[src/rtl/step_rate_gen_pkg.sv]
// ----------------------------------------------------------------------------
// step_rate_gen_pkg : shared widths, level limits and divider defaults
// Rev 1.0
// ----------------------------------------------------------------------------
`default_nettype none

package step_rate_gen_pkg;

  localparam int              LEVEL_W   = 3;
  localparam logic [LEVEL_W-1:0] LEVEL_MAX = 3'd7;
  localparam logic [LEVEL_W-1:0] LEVEL_MIN = 3'd0;

  // Board build: 8 Hz base step and 10 ms debounce at 50 MHz
  localparam int DEF_BASE_DIV  = 6_250_000;
  localparam int DEF_DB_CYCLES = 500_000;
  localparam int DEF_CNT_W     = 23;

  // Shortened timing for simulation
  localparam int TB_BASE_DIV   = 16;
  localparam int TB_DB_CYCLES  = 4;

  typedef logic [LEVEL_W-1:0] level_t;

  // Saturating up/down step; simultaneous up and down cancel
  function automatic level_t level_step(input level_t lvl, input logic up, input logic dn);
    level_t nxt;
    nxt = lvl;
    if (up && !dn && (lvl != LEVEL_MAX)) begin
      nxt = lvl + 1'b1;
    end else if (dn && !up && (lvl != LEVEL_MIN)) begin
      nxt = lvl - 1'b1;
    end
    return nxt;
  endfunction

endpackage

`default_nettype wire

[src/rtl/step_rate_gen_key_debounce.sv]
// ----------------------------------------------------------------------------
// key_debounce : 2-FF synchroniser, stability counter, one-cycle press pulse
// Rev 1.0
// ----------------------------------------------------------------------------
`default_nettype none

module key_debounce #(
  parameter int DB_CYCLES = 500_000
) (
  input  logic clk,
  input  logic R,
  input  logic key_n,
  output logic pressed
);

  localparam int DB_W = (DB_CYCLES > 1) ? $clog2(DB_CYCLES) : 1;
  localparam logic [DB_W-1:0] DB_LAST = DB_W'(DB_CYCLES - 1);

  logic [1:0]      sync_q, sync_d;
  logic [DB_W-1:0] cnt_q, cnt_d;
  logic            db_q, db_d;
  logic            pressed_q, pressed_d;

  // cnt_q counts consecutive synced samples that disagree with the accepted state
  always_comb begin
    sync_d    = {sync_q[0], key_n};
    db_d      = db_q;
    cnt_d     = '0;
    pressed_d = 1'b0;
    if (sync_q[1] != db_q) begin
      if (cnt_q == DB_LAST) begin
        db_d      = sync_q[1];
        pressed_d = ~sync_q[1];
      end else begin
        cnt_d = cnt_q + 1'b1;
      end
    end
  end

  always_ff @(posedge clk or posedge R) begin
    if (R) begin
      sync_q    <= 2'b11;
      cnt_q     <= '0;
      db_q      <= 1'b1;
      pressed_q <= 1'b0;
    end else begin
      sync_q    <= sync_d;
      cnt_q     <= cnt_d;
      db_q      <= db_d;
      pressed_q <= pressed_d;
    end
  end

  assign pressed = pressed_q;

endmodule

`default_nettype wire

[src/rtl/step_rate_gen.sv]
// ----------------------------------------------------------------------------
// step_rate_gen : key-controlled step pulse generator (speed level + pause)
// Rev 1.0
// ----------------------------------------------------------------------------
`default_nettype none

module step_rate_gen
  import step_rate_gen_pkg::*;
#(
  parameter int BASE_DIV   = DEF_BASE_DIV,
  parameter int DB_CYCLES  = DEF_DB_CYCLES,
  parameter int LEVEL_INIT = 0,
  parameter int CNT_W      = DEF_CNT_W
) (
  input  logic               clk,
  input  logic               R,
  input  logic               key_fast_n,
  input  logic               key_slow_n,
  input  logic               key_pause_n,
  output logic               step,
  output logic [LEVEL_W-1:0] level,
  output logic               paused
);

  localparam logic [CNT_W-1:0] BASE_DIV_C = CNT_W'(BASE_DIV);

  logic [2:0] keys_n;
  logic [2:0] press;   // [0]=fast, [1]=slow, [2]=pause

  assign keys_n = {key_pause_n, key_slow_n, key_fast_n};

  for (genvar i = 0; i < 3; i++) begin : g_key
    key_debounce #(
      .DB_CYCLES (DB_CYCLES)
    ) u_key_debounce (
      .clk     (clk),
      .R       (R),
      .key_n   (keys_n[i]),
      .pressed (press[i])
    );
  end

  level_t           level_q, level_d;
  logic             paused_q, paused_d;
  logic [CNT_W-1:0] cnt_q, cnt_d;
  logic             step_q, step_d;
  logic [CNT_W-1:0] div_raw, div_m1;

  // A shift that underflows to zero is treated as DIV=1
  always_comb begin
    div_raw = BASE_DIV_C >> level_q;
    div_m1  = (div_raw == '0) ? '0 : (div_raw - 1'b1);
  end

  always_comb begin
    level_d  = level_step(level_q, press[0], press[1]);
    paused_d = paused_q ^ press[2];
    cnt_d    = cnt_q;
    step_d   = 1'b0;
    if (level_d != level_q) begin
      cnt_d = '0;
    end else if (!paused_d) begin
      // Freezing on paused_d lets a pause press beat a coinciding terminal count
      if (cnt_q >= div_m1) begin
        cnt_d  = '0;
        step_d = 1'b1;
      end else begin
        cnt_d = cnt_q + 1'b1;
      end
    end
  end

  always_ff @(posedge clk or posedge R) begin
    if (R) begin
      level_q  <= level_t'(LEVEL_INIT);
      paused_q <= 1'b0;
      cnt_q    <= '0;
      step_q   <= 1'b0;
    end else begin
      level_q  <= level_d;
      paused_q <= paused_d;
      cnt_q    <= cnt_d;
      step_q   <= step_d;
    end
  end

  assign step   = step_q;
  assign level  = level_q;
  assign paused = paused_q;

endmodule

`default_nettype wire

[config.mk]
export PLATFORM = sky130hd
export DESIGN_NAME = step_rate_gen
export DESIGN_NICKNAME = d
export VERILOG_FILES = /design/src/rtl/step_rate_gen_pkg.sv /design/src/rtl/step_rate_gen_key_debounce.sv /design/src/rtl/step_rate_gen.sv
export SDC_FILE = /design/constraint.sdc
export NUM_CORES = 1
export LEC_CHECK = 0
export CAP_MARGIN = 25
export CORE_ASPECT_RATIO = 1.2
export CORE_MARGIN = 5
export CORE_UTILIZATION = 40
export CTS_CLUSTER_SIZE = 16
export DETAILED_ROUTE_END_ITERATION = 12
export DONT_BUFFER_PORTS = 1
export GPL_ROUTABILITY_DRIVEN = 0
export PLACE_DENSITY = 0.55
export SETUP_SLACK_MARGIN = 0.15
export SLEW_MARGIN = 20
export SYNTH_ARGS = -nofsm -noshare
export SYNTH_HDL_FRONTEND = slang
export SYNTH_SLANG_ARGS = --single-unit
[constraint.sdc]
create_clock -name clk -period 4.9 [get_ports clk]
set_input_delay 0.49 -clock clk [delete_from_list [all_inputs] [get_ports clk]]
set_output_delay 0.49 -clock clk [all_outputs]
set_load 0.01 [all_outputs]
==> reports/results.md <==
| Stage | Metric | Reported |
|---|---|---|
| critical path | Worst R2R Path Depth | 16 |
| route | DR iter-0 viols | 166 |
| sta | Upper clock frequency limit | 245 MHz |
| sta | Final Max Slew Viols | 0 |
| layout | Footprint of the multi-input gates | 3100 um2 |
| layout | Diode count | 0 |
| sta | Total of endpoints with negative setup slack in the final report | 0 |
| route | Count of TritonRoute iterations in the first routing pass | 4 |
| route | Routed wire per std cell | 14.6 um |
| clock tree | Clock latency of the later-clocked register in the worst-skew pair | 0.34 ns |
| route | Routed wire length | 11.3 mm |
| sta | RSZ-0062 raised after global routing | false |
| logic synthesis | Number of warning messages in the yosys log | 0 |
| flow run | Number of violations of the max-capacitance limit | 0 |
| critical path | Kind of critical path | reg -> reg |
| sta | Total Neg Setup Slack | 0 ns |
| logic synthesis | Sequential-to-total area share from yosys stat | 43.0% |
| placed design | Cell count after placement | 752 |
| global route | Aggregate global-route resource usage | 14.2% |
| logic synthesis | Net count of the mapped netlist | 640 |
| route | DR vias | 4105 |
| logic synthesis | Fraction of synthesis flops using an asynchronous set or reset pin | 100% |
| clock tree | CTS root buffer | clkbuf_16 |
| global route | Number of antenna violations at the first check in global routing | 0 |
| sta | Final hold vios | 0 |
| route | Vias per std cell | 5.35 |
| logic synthesis | Top cells by area, synth | dfrtp_1, ha_1, xor2_1 |
| route | Routed Antenna Nets | 0 |
| placed design | Placed wire-length estimate after detailed placement | 8.09 mm |
| layout | Ratio of cells with drive above 1 in the final layout | 7.87% |
| layout | Layout fillers | 1342 |
| floorplanning | Floorplan core area | 13900 um2 |
| global route | Global-route wire length before repair | 19.4 mm |
| critical path | Required time of the worst setup path | 5.08 ns |
| layout | Area added between synthesis and finish | 8.91% |
| hold path | Worst hold path type | in -> async |
| floorplanning | Row count | 47 |
| sta | Normalized max-slew margin | 39.9% |
| layout | Area of all sequential standard cells | 2440 um2 |
| clock tree | Count of cells resized by post-cts repair | 0 |
| floorplanning | # IOs | 10 |
| clock tree | Number of buffers created by CTS | 9 |
| floorplanning | Initial standard-cell utilization of the core | 40.9% |
| power | Cell Pwr Density | 266 nW/um2 |
| logic synthesis | FF+latch count, synth | 97 |
| logic synthesis | Post-Synthesis Cell Area | 5670 um2 |
| clock tree | Number of post-CTS setup repair buffers | 0 |
| logic synthesis | Share of the synthesized area in the top cell type | 38.8% |
| clock tree | Clock tree from TritonCTS | yes |
| global route | Number of global-route vias before repair | 3989 |
| logic synthesis | Count of unique library cells instantiated by Yosys | 54 |
| power | Maximum VDD drop | 0.213 mV |
| critical path | Worst Path Max Fanout | 13 |
| layout | Count of placed standard cells in the final layout, fillers left out | 768 |
| clock tree | Hold-fix buffers, CTS | 0 |
| logic synthesis | Dominant cell type by area after synthesis | dfrtp_1 |
| layout | Design Area, Final | 6180 um2 |
| critical path | Flop2flop setup slack | 0.82 ns |
| sta | Fin crit share | 83.3% |
| floorplanning | Die Ht | 140 um |
| route | Number of remaining DRC errors | 0 |
| sta | Worst-case clock skew | 0.00845 ns |
| logic synthesis | Ys flop type | dfrtp_1 |
| critical path | Reg2Reg Capture Point | cnt_q[11] |
| placed design | Number of buffers added on ports | 0 |
| logic synthesis | Syn Inst Count | 594 |
| global route | Pin count of the biggest net entering global routing | 52 |
| clock tree | Worst-case clock buffer depth | 2 |
| floorplanning | Die Area | 16700 um2 |
| sta | Worst Tran Pin Value | 0.894 ns |
| global route | Global-route congestion overflow total | 0 |
| logic synthesis | Post-Synthesis Mean Instance Area | 9.55 um2 |
| floorplanning | Horizontal extent of the die | 119 um |
| critical path | Crit path DAT | 4.26 ns |
| sta | Final Critical Period | 4.08 ns |
| power | Leakage | 0.00276 uW |
| clock tree | CTS clock-pin slew for the worst setup and hold paths | 0.07 ns |
| run status | Result of the run | completed |
| critical path | CP Capture Type | register |
| clock tree | Number of H-tree levels | 3 |
| critical path | Startpoint of the most critical register-to-register path | level[1] |
| critical path | Worst setup SP type | register |
| logic synthesis | Number of enable flip-flop cells after synthesis | 0 |
| layout | Final-stage net count | 638 |
| clock tree | Clock Sink Count | 97 |
| placed design | Post-detailed-placement cell area | 5840 um2 |
worst max-delay path: stages, from the launching register on:
cell and delay (ns):
dfrtp_1 0.58, inv_1 0.24, ha_1 0.39, ha_1 0.26, a211oi_1 0.33, a21oi_1 0.14
o32ai_1 0.24, nand2_1 0.12, mux2i_1 0.15, nor2_1 0.06, ha_1 0.28, nand2_1 0.04
nor2_1 0.09, o2111ai_1 0.18, o21a_1 0.24, nand2_1 0.39, a21oi_1 0.16
kinds of logic (layout without fill, tap and decap cells):
logic type | count (synthesis) | after routing | share of synthesized area, %
compound gates | 73 | 73 | 8.34
xor+xnor | 75 | 75 | 11.6
fa+ha+maj | 41 | 41 | 9.04
buf+inv | 32 | 35 | 2.34
flops | 97 | 97 | 43.0
mux | 8 | 8 | 1.52
simple gates | 268 | 268 | 24.2
final cells by class:
cell class | count | area share, %
clock inverter | 5 | 1.40
multi-input combinational | 465 | 50.2
clock buffer | 11 | 4.09
timing repair buffer | 3 | 0.364
inverter | 16 | 1.01
tap | 171 | 3.46
sequential | 97 | 39.5
cell usage after synthesis, types with 9 or more instances:
| library cell | instances |
|---|---|
| a21oi_1 | 23 |
| and3_1 | 17 |
| clkbuf_1 | 13 |
| dfrtp_1 | 88 |
| dfstp_2 | 9 |
| ha_1 | 41 |
| inv_1 | 16 |
| nand2_1 | 46 |
| nand3_1 | 38 |
| nand4_1 | 11 |
| nor2_1 | 91 |
| nor3_1 | 9 |
| o21ai_0 | 13 |
| xnor2_1 | 34 |
| xor2_1 | 41 |
registers in the layout, indices dropped and copies added (netlist names):
register / count
cnt_q: 23
g_key.u_key_debounce.cnt_q: 57
g_key.u_key_debounce.db_q: 3
g_key.u_key_debounce.pressed: 3
g_key.u_key_debounce.sync_q: 6
level: 3
paused: 1
step: 1
worst max-delay path by stage:
stage	endpoint	startpoint	slack [ns]	cells past startpoint
floorplan	cnt_q[0]	level[2]	1.42	17
global placement	cnt_q[22]	level[1]	1.02	16
detailed placement	cnt_q[11]	level[1]	0.86	16
CTS	cnt_q[11]	level[1]	0.85	16
global route	cnt_q[0]	level[1]	0.22	16
finish	cnt_q[11]	level[1]	0.82	16
placed cells by master (no fill, tap or decap), drive strengths merged, types with 6 or more instances in the layout:
cell type	netlist	layout
clkbuf	13	11
nand2	46	46
nor4b	9	9
and4	8	8
o21ai	14	14
xor2	41	41
dfstp	9	9
xnor2	34	34
nor2	91	91
nor3	10	10
nand2b	6	6
a21oi	26	26
and2	6	6
nand4	12	12
inv	16	17
dfrtp	88	88
and3	17	17
nand3	38	38
ha	41	41
report_power, final:
group          total, uW  switching, uW  internal, uW
logic               36.6           28.2          8.37
registers            819           7.64           811
clock network        791            312           479
per-layer routing:
metal	part of all wire [%]	GRT usage, %	vias up	routed length (um)
met5	0	0	-	0
met4	0.84	5.43	0	95
met2	47	21.9	48	5260
met3	2.6	2.90	6	290
met1	50	19.6	1987	5610
li1	-	-	2064	-
metrics by stage:
stage	total power [uW]	utilization, %	hold slack, ns	worst slack [ns]
floorplan	862	-	0.345	1.42
global placement	871	42.1	0.346	1.02
detailed placement	872	42.1	0.347	0.863
CTS	1670	44.5	0.0940	0.848
global route	1710	44.5	0.109	0.224
finish	1650	44.5	0.0769	0.817
Note: power is estimated with default switching activity, not from simulation.
